File: src/rtl/pipeline_pkg.sv
// Shared definitions for the forwarding pipeline: opcode encodings and
// instruction field offsets for the {op, dst, src1, src2} layout.
package pipeline_pkg;

  typedef enum logic [1:0] {
    OP_ADD  = 2'b00,
    OP_SUB  = 2'b01,
    OP_PADD = 2'b10,
    OP_XOR  = 2'b11
  } op_e;

  localparam int OP_W = 2;

  function automatic int inst_len(input int addr_len);
    return OP_W + 3 * addr_len;
  endfunction

  // Field LSB positions; op occupies the MSBs above the three register fields.
  function automatic int op_lsb(input int addr_len);
    return 3 * addr_len;
  endfunction

  function automatic int dst_lsb(input int addr_len);
    return 2 * addr_len;
  endfunction

  function automatic int src1_lsb(input int addr_len);
    return addr_len;
  endfunction

  function automatic int src2_lsb(input int addr_len);
    return 0 * addr_len;
  endfunction

endpackage

File: src/rtl/lane_alu.sv
// Combinational ALU: full-width ADD/SUB/XOR plus a partitioned add whose
// carries stop at every PART_LEN lane boundary.
module lane_alu
  import pipeline_pkg::*;
#(
  parameter int WORD_SIZE = 32,
  parameter int PART_LEN  = 16
) (
  input  op_e                  op,
  input  logic [WORD_SIZE-1:0] a,
  input  logic [WORD_SIZE-1:0] b,
  output logic [WORD_SIZE-1:0] res
);

  localparam int NUM_LANES = WORD_SIZE / PART_LEN;

  logic [WORD_SIZE-1:0] padd_s;

  for (genvar g = 0; g < NUM_LANES; g++) begin : g_lane
    assign padd_s[g*PART_LEN +: PART_LEN] = a[g*PART_LEN +: PART_LEN] + b[g*PART_LEN +: PART_LEN];
  end

  // Result select by opcode
  always_comb begin
    res = '0;
    case (op)
      OP_ADD:  res = a + b;
      OP_SUB:  res = a - b;
      OP_PADD: res = padd_s;
      OP_XOR:  res = a ^ b;
      default: res = '0;
    endcase
  end

endmodule

File: src/rtl/pipeline_fwd_core.sv
// DEC/RD/EX/WB integer pipeline with full operand forwarding, a streamed
// instruction input and a back-pressurable retire port.
module pipeline_fwd_core
  import pipeline_pkg::*;
#(
  parameter int WORD_SIZE = 32,
  parameter int ADDR_LEN  = 5,
  parameter int PART_LEN  = 16,
  parameter int ZERO_REG  = 1,
  parameter int INST_LEN  = 2 + 3 * ADDR_LEN
) (
  input  logic                 clk,
  input  logic                 rst,
  input  logic                 inst_valid,
  output logic                 inst_ready,
  input  logic [INST_LEN-1:0]  inst,
  output logic                 wb_valid,
  input  logic                 wb_ready,
  output logic [ADDR_LEN-1:0]  wb_addr,
  output logic [WORD_SIZE-1:0] wb_data,
  input  logic [ADDR_LEN-1:0]  dbg_addr,
  output logic [WORD_SIZE-1:0] dbg_data
);

  localparam int NUM_REGS = 2 ** ADDR_LEN;
  localparam int OP_LSB   = op_lsb(ADDR_LEN);
  localparam int DST_LSB  = dst_lsb(ADDR_LEN);
  localparam int S1_LSB   = src1_lsb(ADDR_LEN);
  localparam int S2_LSB   = src2_lsb(ADDR_LEN);
  localparam bit ZR       = (ZERO_REG != 0);

  logic                 dec_valid_q, dec_valid_d;
  logic [INST_LEN-1:0]  dec_inst_q, dec_inst_d;
  logic                 rd_valid_q, rd_valid_d;
  op_e                  rd_op_q, rd_op_d;
  logic [ADDR_LEN-1:0]  rd_dst_q, rd_dst_d;
  logic [WORD_SIZE-1:0] rd_a_q, rd_a_d, rd_b_q, rd_b_d;
  logic                 wb_valid_q, wb_valid_d;
  logic [ADDR_LEN-1:0]  wb_addr_q, wb_addr_d;
  logic [WORD_SIZE-1:0] wb_data_q, wb_data_d;
  logic [WORD_SIZE-1:0] rf_q [NUM_REGS];

  logic                 stall_s, accept_s, commit_s;
  op_e                  dec_op_s;
  logic [ADDR_LEN-1:0]  dec_dst_s, dec_src1_s, dec_src2_s;
  logic [WORD_SIZE-1:0] opa_s, opb_s, alu_res_s;

  assign stall_s    = wb_valid_q & ~wb_ready;
  assign inst_ready = ~stall_s;
  assign accept_s   = inst_valid & inst_ready;
  assign commit_s   = wb_valid_q & wb_ready & ~(ZR & (wb_addr_q == '0));

  assign dec_op_s   = op_e'(dec_inst_q[OP_LSB +: OP_W]);
  assign dec_dst_s  = dec_inst_q[DST_LSB +: ADDR_LEN];
  assign dec_src1_s = dec_inst_q[S1_LSB +: ADDR_LEN];
  assign dec_src2_s = dec_inst_q[S2_LSB +: ADDR_LEN];

  lane_alu #(
    .WORD_SIZE (WORD_SIZE),
    .PART_LEN  (PART_LEN)
  ) u_alu (
    .op  (rd_op_q),
    .a   (rd_a_q),
    .b   (rd_b_q),
    .res (alu_res_s)
  );

  // Source-1 resolution: the younger in-flight writer (RD) wins over WB and the RF
  always_comb begin
    opa_s = rf_q[dec_src1_s];
    if (ZR && dec_src1_s == '0) begin
      opa_s = '0;
    end else if (rd_valid_q && rd_dst_q == dec_src1_s) begin
      opa_s = alu_res_s;
    end else if (wb_valid_q && wb_addr_q == dec_src1_s) begin
      opa_s = wb_data_q;
    end else begin
      opa_s = rf_q[dec_src1_s];
    end
  end

  // Source-2 resolution, same priority as source 1
  always_comb begin
    opb_s = rf_q[dec_src2_s];
    if (ZR && dec_src2_s == '0) begin
      opb_s = '0;
    end else if (rd_valid_q && rd_dst_q == dec_src2_s) begin
      opb_s = alu_res_s;
    end else if (wb_valid_q && wb_addr_q == dec_src2_s) begin
      opb_s = wb_data_q;
    end else begin
      opb_s = rf_q[dec_src2_s];
    end
  end

  // Stage advance; a retire stall freezes every stage at once
  always_comb begin
    dec_valid_d = dec_valid_q;
    dec_inst_d  = dec_inst_q;
    rd_valid_d  = rd_valid_q;
    rd_op_d     = rd_op_q;
    rd_dst_d    = rd_dst_q;
    rd_a_d      = rd_a_q;
    rd_b_d      = rd_b_q;
    wb_valid_d  = wb_valid_q;
    wb_addr_d   = wb_addr_q;
    wb_data_d   = wb_data_q;
    if (!stall_s) begin
      dec_valid_d = accept_s;
      if (accept_s) begin
        dec_inst_d = inst;
      end else begin
        dec_inst_d = dec_inst_q;
      end
      rd_valid_d = dec_valid_q;
      if (dec_valid_q) begin
        rd_op_d  = dec_op_s;
        rd_dst_d = dec_dst_s;
        rd_a_d   = opa_s;
        rd_b_d   = opb_s;
      end else begin
        rd_op_d  = rd_op_q;
      end
      wb_valid_d = rd_valid_q;
      if (rd_valid_q) begin
        wb_addr_d = rd_dst_q;
        wb_data_d = alu_res_s;
      end else begin
        wb_addr_d = wb_addr_q;
      end
    end else begin
      dec_valid_d = dec_valid_q;
    end
  end

  // Stage registers
  always_ff @(posedge clk) begin
    if (rst) begin
      dec_valid_q <= 1'b0;
      dec_inst_q  <= '0;
      rd_valid_q  <= 1'b0;
      rd_op_q     <= OP_ADD;
      rd_dst_q    <= '0;
      rd_a_q      <= '0;
      rd_b_q      <= '0;
      wb_valid_q  <= 1'b0;
      wb_addr_q   <= '0;
      wb_data_q   <= '0;
    end else begin
      dec_valid_q <= dec_valid_d;
      dec_inst_q  <= dec_inst_d;
      rd_valid_q  <= rd_valid_d;
      rd_op_q     <= rd_op_d;
      rd_dst_q    <= rd_dst_d;
      rd_a_q      <= rd_a_d;
      rd_b_q      <= rd_b_d;
      wb_valid_q  <= wb_valid_d;
      wb_addr_q   <= wb_addr_d;
      wb_data_q   <= wb_data_d;
    end
  end

  // Register file; reset has priority so a flushed result never commits
  always_ff @(posedge clk) begin
    if (rst) begin
      for (int i = 0; i < NUM_REGS; i++) begin
        rf_q[i] <= '0;
      end
    end else if (commit_s) begin
      rf_q[wb_addr_q] <= wb_data_q;
    end
  end

  assign wb_valid = wb_valid_q;
  assign wb_addr  = wb_addr_q;
  assign wb_data  = wb_data_q;
  assign dbg_data = rf_q[dbg_addr];

endmodule

File: config.mk
export PLATFORM = sky130hd
export DESIGN_NAME = pipeline_fwd_core
export DESIGN_NICKNAME = d
export VERILOG_FILES = /design/src/rtl/pipeline_pkg.sv /design/src/rtl/lane_alu.sv /design/src/rtl/pipeline_fwd_core.sv
export SDC_FILE = /design/constraint.sdc
export NUM_CORES = 2
export LEC_CHECK = 0
export CORE_ASPECT_RATIO = 1.75
export CORE_MARGIN = 8
export CORE_UTILIZATION = 35
export CTS_CLUSTER_DIAMETER = 60
export DETAILED_ROUTE_END_ITERATION = 16
export PLACE_DENSITY = 0.56
export SETUP_SLACK_MARGIN = 0.5
export SYNTH_ARGS = -nofsm -noshare
export SYNTH_HDL_FRONTEND = slang
export SYNTH_HIERARCHICAL = 1
export SYNTH_SLANG_ARGS = --single-unit
File: constraint.sdc
create_clock -name clk -period 10 [get_ports clk]
set_input_delay 2 -clock clk [delete_from_list [all_inputs] [get_ports clk]]
set_output_delay 2 -clock clk [all_outputs]
set_load 0.02 [all_outputs]
; ---- After elaboration in Yosys (flattened, before gate mapping)
; Memory sizes are Yosys's and may differ from the RTL's. A register that Yosys moved wholly into a read port is not among the register bits.
; Cells that the tools add are included.
[word_totals]
regBits = 128
latchBits = 0
ram_bits = 1024
mem_bits_ro = 0
input_bits = 26
memories = 1
[memory_table]
columns = memory, words, word_bits, read_ports, rd_ports_with_merged_regs, write_ports, line_no
row1 = rf_q, 32, 32, 3, 2, 32, pipeline_fwd_core.sv:41  ; logic [WORD_SIZE-1:0] rf_q [NUM_REGS];
[classes]
addsub = 4
n_mul = 0
n_div = 0
n_lt_le_gt_ge = 0
n_eq_ne = 7
shift = 0
mux = 19
n_bitwise = 8
n_reduce_logical = 12
[op_table]
columns = cell, n
row1 = $mux 32, 7
row2 = $pmux 32 s4, 1
row3 = $add 16x16->16, 2
row4 = $add 32x32->32, 1
row5 = $reduce_or 32->1, 1
row6 = $sub 32x32->32, 1
row7 = $xor 32x32->32, 1
row8 = $mux 5, 5
row9 = $eq 5x5->1, 4
row10 = $logic_not 5->1, 3
row11 = $mux 1, 6
row12 = $reduce_and 2->1, 3
row13 = $and 1x1->1, 4
row14 = $eq 2x2->1 const B, 2
row15 = $logic_and 1x1->1, 4
row16 = $not 1->1, 3
row17 = $eq 2x1->1 const B, 1
row18 = $logic_not 2->1, 1

; ---- Longest topological paths before layout
[logic_depth]
ltp_word = 8
mapped_depth = 20

; ---- By module
; The synthesis kept the hierarchy.
[modules_own_cells]
columns = module, n_inst, cells_each, area_per_inst_um2
row1 = pipeline_fwd_core, 1, 4842, 67793.8
row2 = lane_alu, 1, 570, 3903.7

; ---- Worst setup path before layout
; Ideal clock, no wire load.
[synth_timing]
kind = input to output
from = in dbg_addr[0]
to = out dbg_data[0]
arrival_time_ns = 3.830
required_time_ns = 8.000
setup_slack_ns = 4.170
cell_stages = 6
n_path_buf = 3
cell_sequence = clkbuf_1 buf_6 buf_6 mux4_2 mux4_2 mux2_2
[synth_between]
elab_chain_len = 1
[synth_rtl]
columns = item, line_no
row1 = from (decl), pipeline_fwd_core.sv:21  ; input logic [ADDR_LEN-1:0] dbg_addr,
row2 = $mem_v2 32x32, -
row3 = to (decl), pipeline_fwd_core.sv:22  ; output logic [WORD_SIZE-1:0] dbg_data
; No other way between the ends.

; ---- Final worst setup path
[layout_timing]
from = in dbg_addr[0]
to = out dbg_data[14]
; The elaborated chain is that of the path after synthesis.

==> out/qor.csv <==
stage,metric,value,unit
outcome,status,"finished, final reports clean",
die,rows,220,
setup_path,start_kind,input port,
setup_path,crit_chain,buf_8 > buf_4 > mux4_2 > mux4_2 > mux2_2 > clkdlybuf4s50_1,
setup_path,cp.arrival,5.44,ns
finish,area_growth,10.9,%
die,die_area,0.220,sq mm
drt,wl,325000,microns
clock_tree,h-tree-depth,3,
hold_path,worstHoldEndpoint,rd_dst_q[4],
global_route,antenna_found_initial,39,
drt,postRouteAntennaNets,0,
die,core,0.205,sq mm
sta,rsz0062_at_grt,false,
clock_tree,root_buffer,clkbuf_16,
global_route,grt_max_degree,111,
logic_synthesis,synth_top_area_frac,0.429,
placed_design,gp_congestion,0.954,
die,io_pins,97,
logic_synthesis,synth_commonest_cells,"edfxtp_1, and2_1, mux4_2",
flow_run,maxCapViolCount,0,
logic_synthesis,syn_area,0.0717,sq mm
logic_synthesis,synth_area_per_cell,13.2,sq um
logic_synthesis,ys_ff_latch,1162,
clock_tree,clock_latency,0.78,ns
die,die_h,615,microns
logic_synthesis,ys_types,78,
die,initial_core_util,0.351,
logic_synthesis,ys_seq_area_frac,0.467,
global_route,grt_use_total,0.285,
sta,fin_tns_setup,0,ns
sta,period_share,0.744,
logic_synthesis,synth_edf_count,1024,
clock_tree,path_clk_slew,0.07,ns
clock_tree,cts_setup_buffers,0,
finish,regArea,0.0335,sq mm
sta,fmax,0.134,GHz
sta,tightest_slew,1.31,ns
finish,nets,5394,
logic_synthesis,synthTopCellsByArea,"edfxtp_1, mux4_2, and2_1",
sta,skew,0.0620,ns
die,die_w,358,microns
pwr,ir_worst_vdd,0.139,mV
setup_path,critPathMaxStageDelay,0.67,ns
drt,firstDrtPassIters,6,
finish,multi_input_area,0.0362,sq mm
setup_path,path_max_fanout,78,
global_route,grt_pass1_wl,437000,microns
pwr,p_per_area,161,mW/mm^2
logic_synthesis,yosysMostFrequentCell,edfxtp_1,
drt,vias,54400,
placed_design,port_buffers,96,
logic_synthesis,yosys.area.top_type,edfxtp_1,
logic_synthesis,async_flop_share,0,
pwr,leakagePower,26.9,nW
clock_tree,cts_buffers,111,
finish,fillers,19000,
setup_path,r2r_cells,15,
setup_path,crit_slowest_cell,buf_8,
drt,drtIter0Drc,8547,
drt,drcViolationCount,0,
clock_tree,cts_buffer_depth,3,
sta,fin_crit,7.44,ns
placed_design,dp_hpwl,199000,microns
drt,wire_per_inst,40.2,microns
hold_path,min_path_cells,2,
clock_tree,cts_tree,built,
setup_path,worstPathRequired,8.00,ns
finish,drive_above_1_share,0.228,
drt,vias_per_cell,6.73,
setup_path,critical_path.top_delay_family,buffers and inverters,
sta,drv_slew,0,
setup_path,critPathKind,input port to primary output,
setup_path,r2r-end,rd_a_q[27],
sta,finalHoldViolations,0,
setup_path,critical_path_buf_inv_count,3,
sta,finalSetupViolations,0,
setup_path,crit_path_frequent_cell,mux4_2,
global_route,overflow,0,
setup_path,r2r_start,rd_op_q[1],
hold_path,worstHoldStart,dec_inst_q[14],
logic_synthesis,yosys_warnings,6,
clock_tree,cts.hold.buffers_added,0,
pwr,finalPower,0.0128,W
logic_synthesis,synthFlopType,edfxtp_1,
setup_path,regToRegSetupSlack,3.88,ns
hold_path,hold_path_class,flop to flop,
sta,slew_headroom,0.128,
clock_tree,cts_sinks,1162,
global_route,grt_pass1_vias,53200,
setup_path,cp-end-kind,primary output,
setup_path,critical_path_depth,6,
logic_synthesis,syn_inst,5412,
clock_tree,ctsResizeCount,0,
## worst max-delay path by stage
stage	start	endpoint	slack (ns)
after global routing	dbg_addr[0]	dbg_data[14]	2.37
after detailed placement	dbg_addr[0]	dbg_data[14]	2.53
final	dbg_addr[0]	dbg_data[14]	2.56
after floorplan	dbg_addr[0]	dbg_data[0]	4.17
after CTS	dbg_addr[0]	dbg_data[14]	2.53
after global placement	dbg_addr[0]	dbg_data[29]	2.60
## layout make-up
type                            count  share of cell area
Clock inverter                     64             0.00883
Multi-Input combinational cell   3709               0.455
Clock buffer                      146              0.0384
Sequential cell                  1162               0.422
Antenna cell                       22            0.000693
Tap cell                         2664              0.0419
Timing Repair Buffer              293              0.0315
Inverter                           26             0.00123
## state kept, by name (all words and copies together), names as in the netlist, named ones only
name / cells
rf_q: 1024
dec_inst_q: 17
rd_dst_q: 5
rd_valid_q: 1
rd_a_q: 32
rd_b_q: 32
wb_data: 32
dec_valid_q: 1
wb_valid: 1
wb_addr: 5
rd_op_q: 2
## worst register-to-register path, cell delays in order (launching register included)
cell and delay [ns]:
dfxtp_2 0.69, nand2b_1 0.83, mux2i_1 0.39, ha_1 0.29
nor2b_1 0.13, o21ai_0 0.23, a21oi_1 0.14, o21ai_0 0.40
a21oi_1 0.18, buf_4 0.20, a21oi_1 0.42, o31ai_1 0.26
xnor2_1 0.23, o21ai_0 0.96, o2111ai_1 0.48, o211ai_1 0.19
## layout by cell type, fill, tap and decap left out, types with 24 or more instances in the layout
cell type,count
a221o_1,25
and2_1,1001
xnor2_1,51
o22ai_1,108
nor2_1,143
edfxtp_1,1024
or2_2,33
clkbuf_16,112
buf_4,193
dfxtp_1,127
o2111ai_1,32
mux2i_1,324
a22o_1,28
mux2_2,45
nor2_4,36
nand3_1,34
clkdlybuf4s50_1,90
xor2_1,53
o21ai_0,37
a21oi_1,205
conb_1,32
mux4_2,685
a22oi_1,168
ha_1,62
a221oi_1,26
nand2_1,247
o211ai_1,72
a211oi_1,24
## power by group
group / total, W / switching [W] / internal [W]
sequential: 0.00570 / 0.000244 / 0.00545
clock: 0.00449 / 0.00206 / 0.00243
combinational: 0.00262 / 0.00167 / 0.000946
total: 0.0128 / 0.00398 / 0.00883
## per-stage QoR
step / utilization / instances / instance area, sq um / worst slack, ns / hold slack, ns
after floorplan: - / 5443 / 71800 / 4.17 / 0.432
after global placement: 0.370 / 7854 / 75700 / 2.60 / 0.449
after detailed placement: 0.370 / 7854 / 75700 / 2.53 / 0.452
after CTS: 0.388 / 8064 / 79400 / 2.53 / 0.456
after global routing: 0.388 / 8065 / 79400 / 2.37 / 0.482
final: 0.389 / 8086 / 79500 / 2.56 / 0.456
## kinds of logic (layout without fill, tap and decap cells)
logic type / Yosys count / in the layout / synth area share
compound gates: 804 / 804 / 0.0770
flops: 1162 / 1162 / 0.467
fa+ha+maj: 65 / 65 / 0.0117
mux: 1054 / 1054 / 0.267
simple gates: 1650 / 1650 / 0.129
buf+inv: 572 / 529 / 0.0344
xor+xnor: 104 / 104 / 0.0127
other cells: 1 / 54 / 0.0000523
## per-layer routing
metal / wire (microns) / GRT usage
met1: 105000 / 0.322
met4: 33700 / 0.242
met2: 150000 / 0.451
met3: 36300 / 0.0690
met5: 255 / 0
Note: power is estimated with default switching activity, not from simulation.
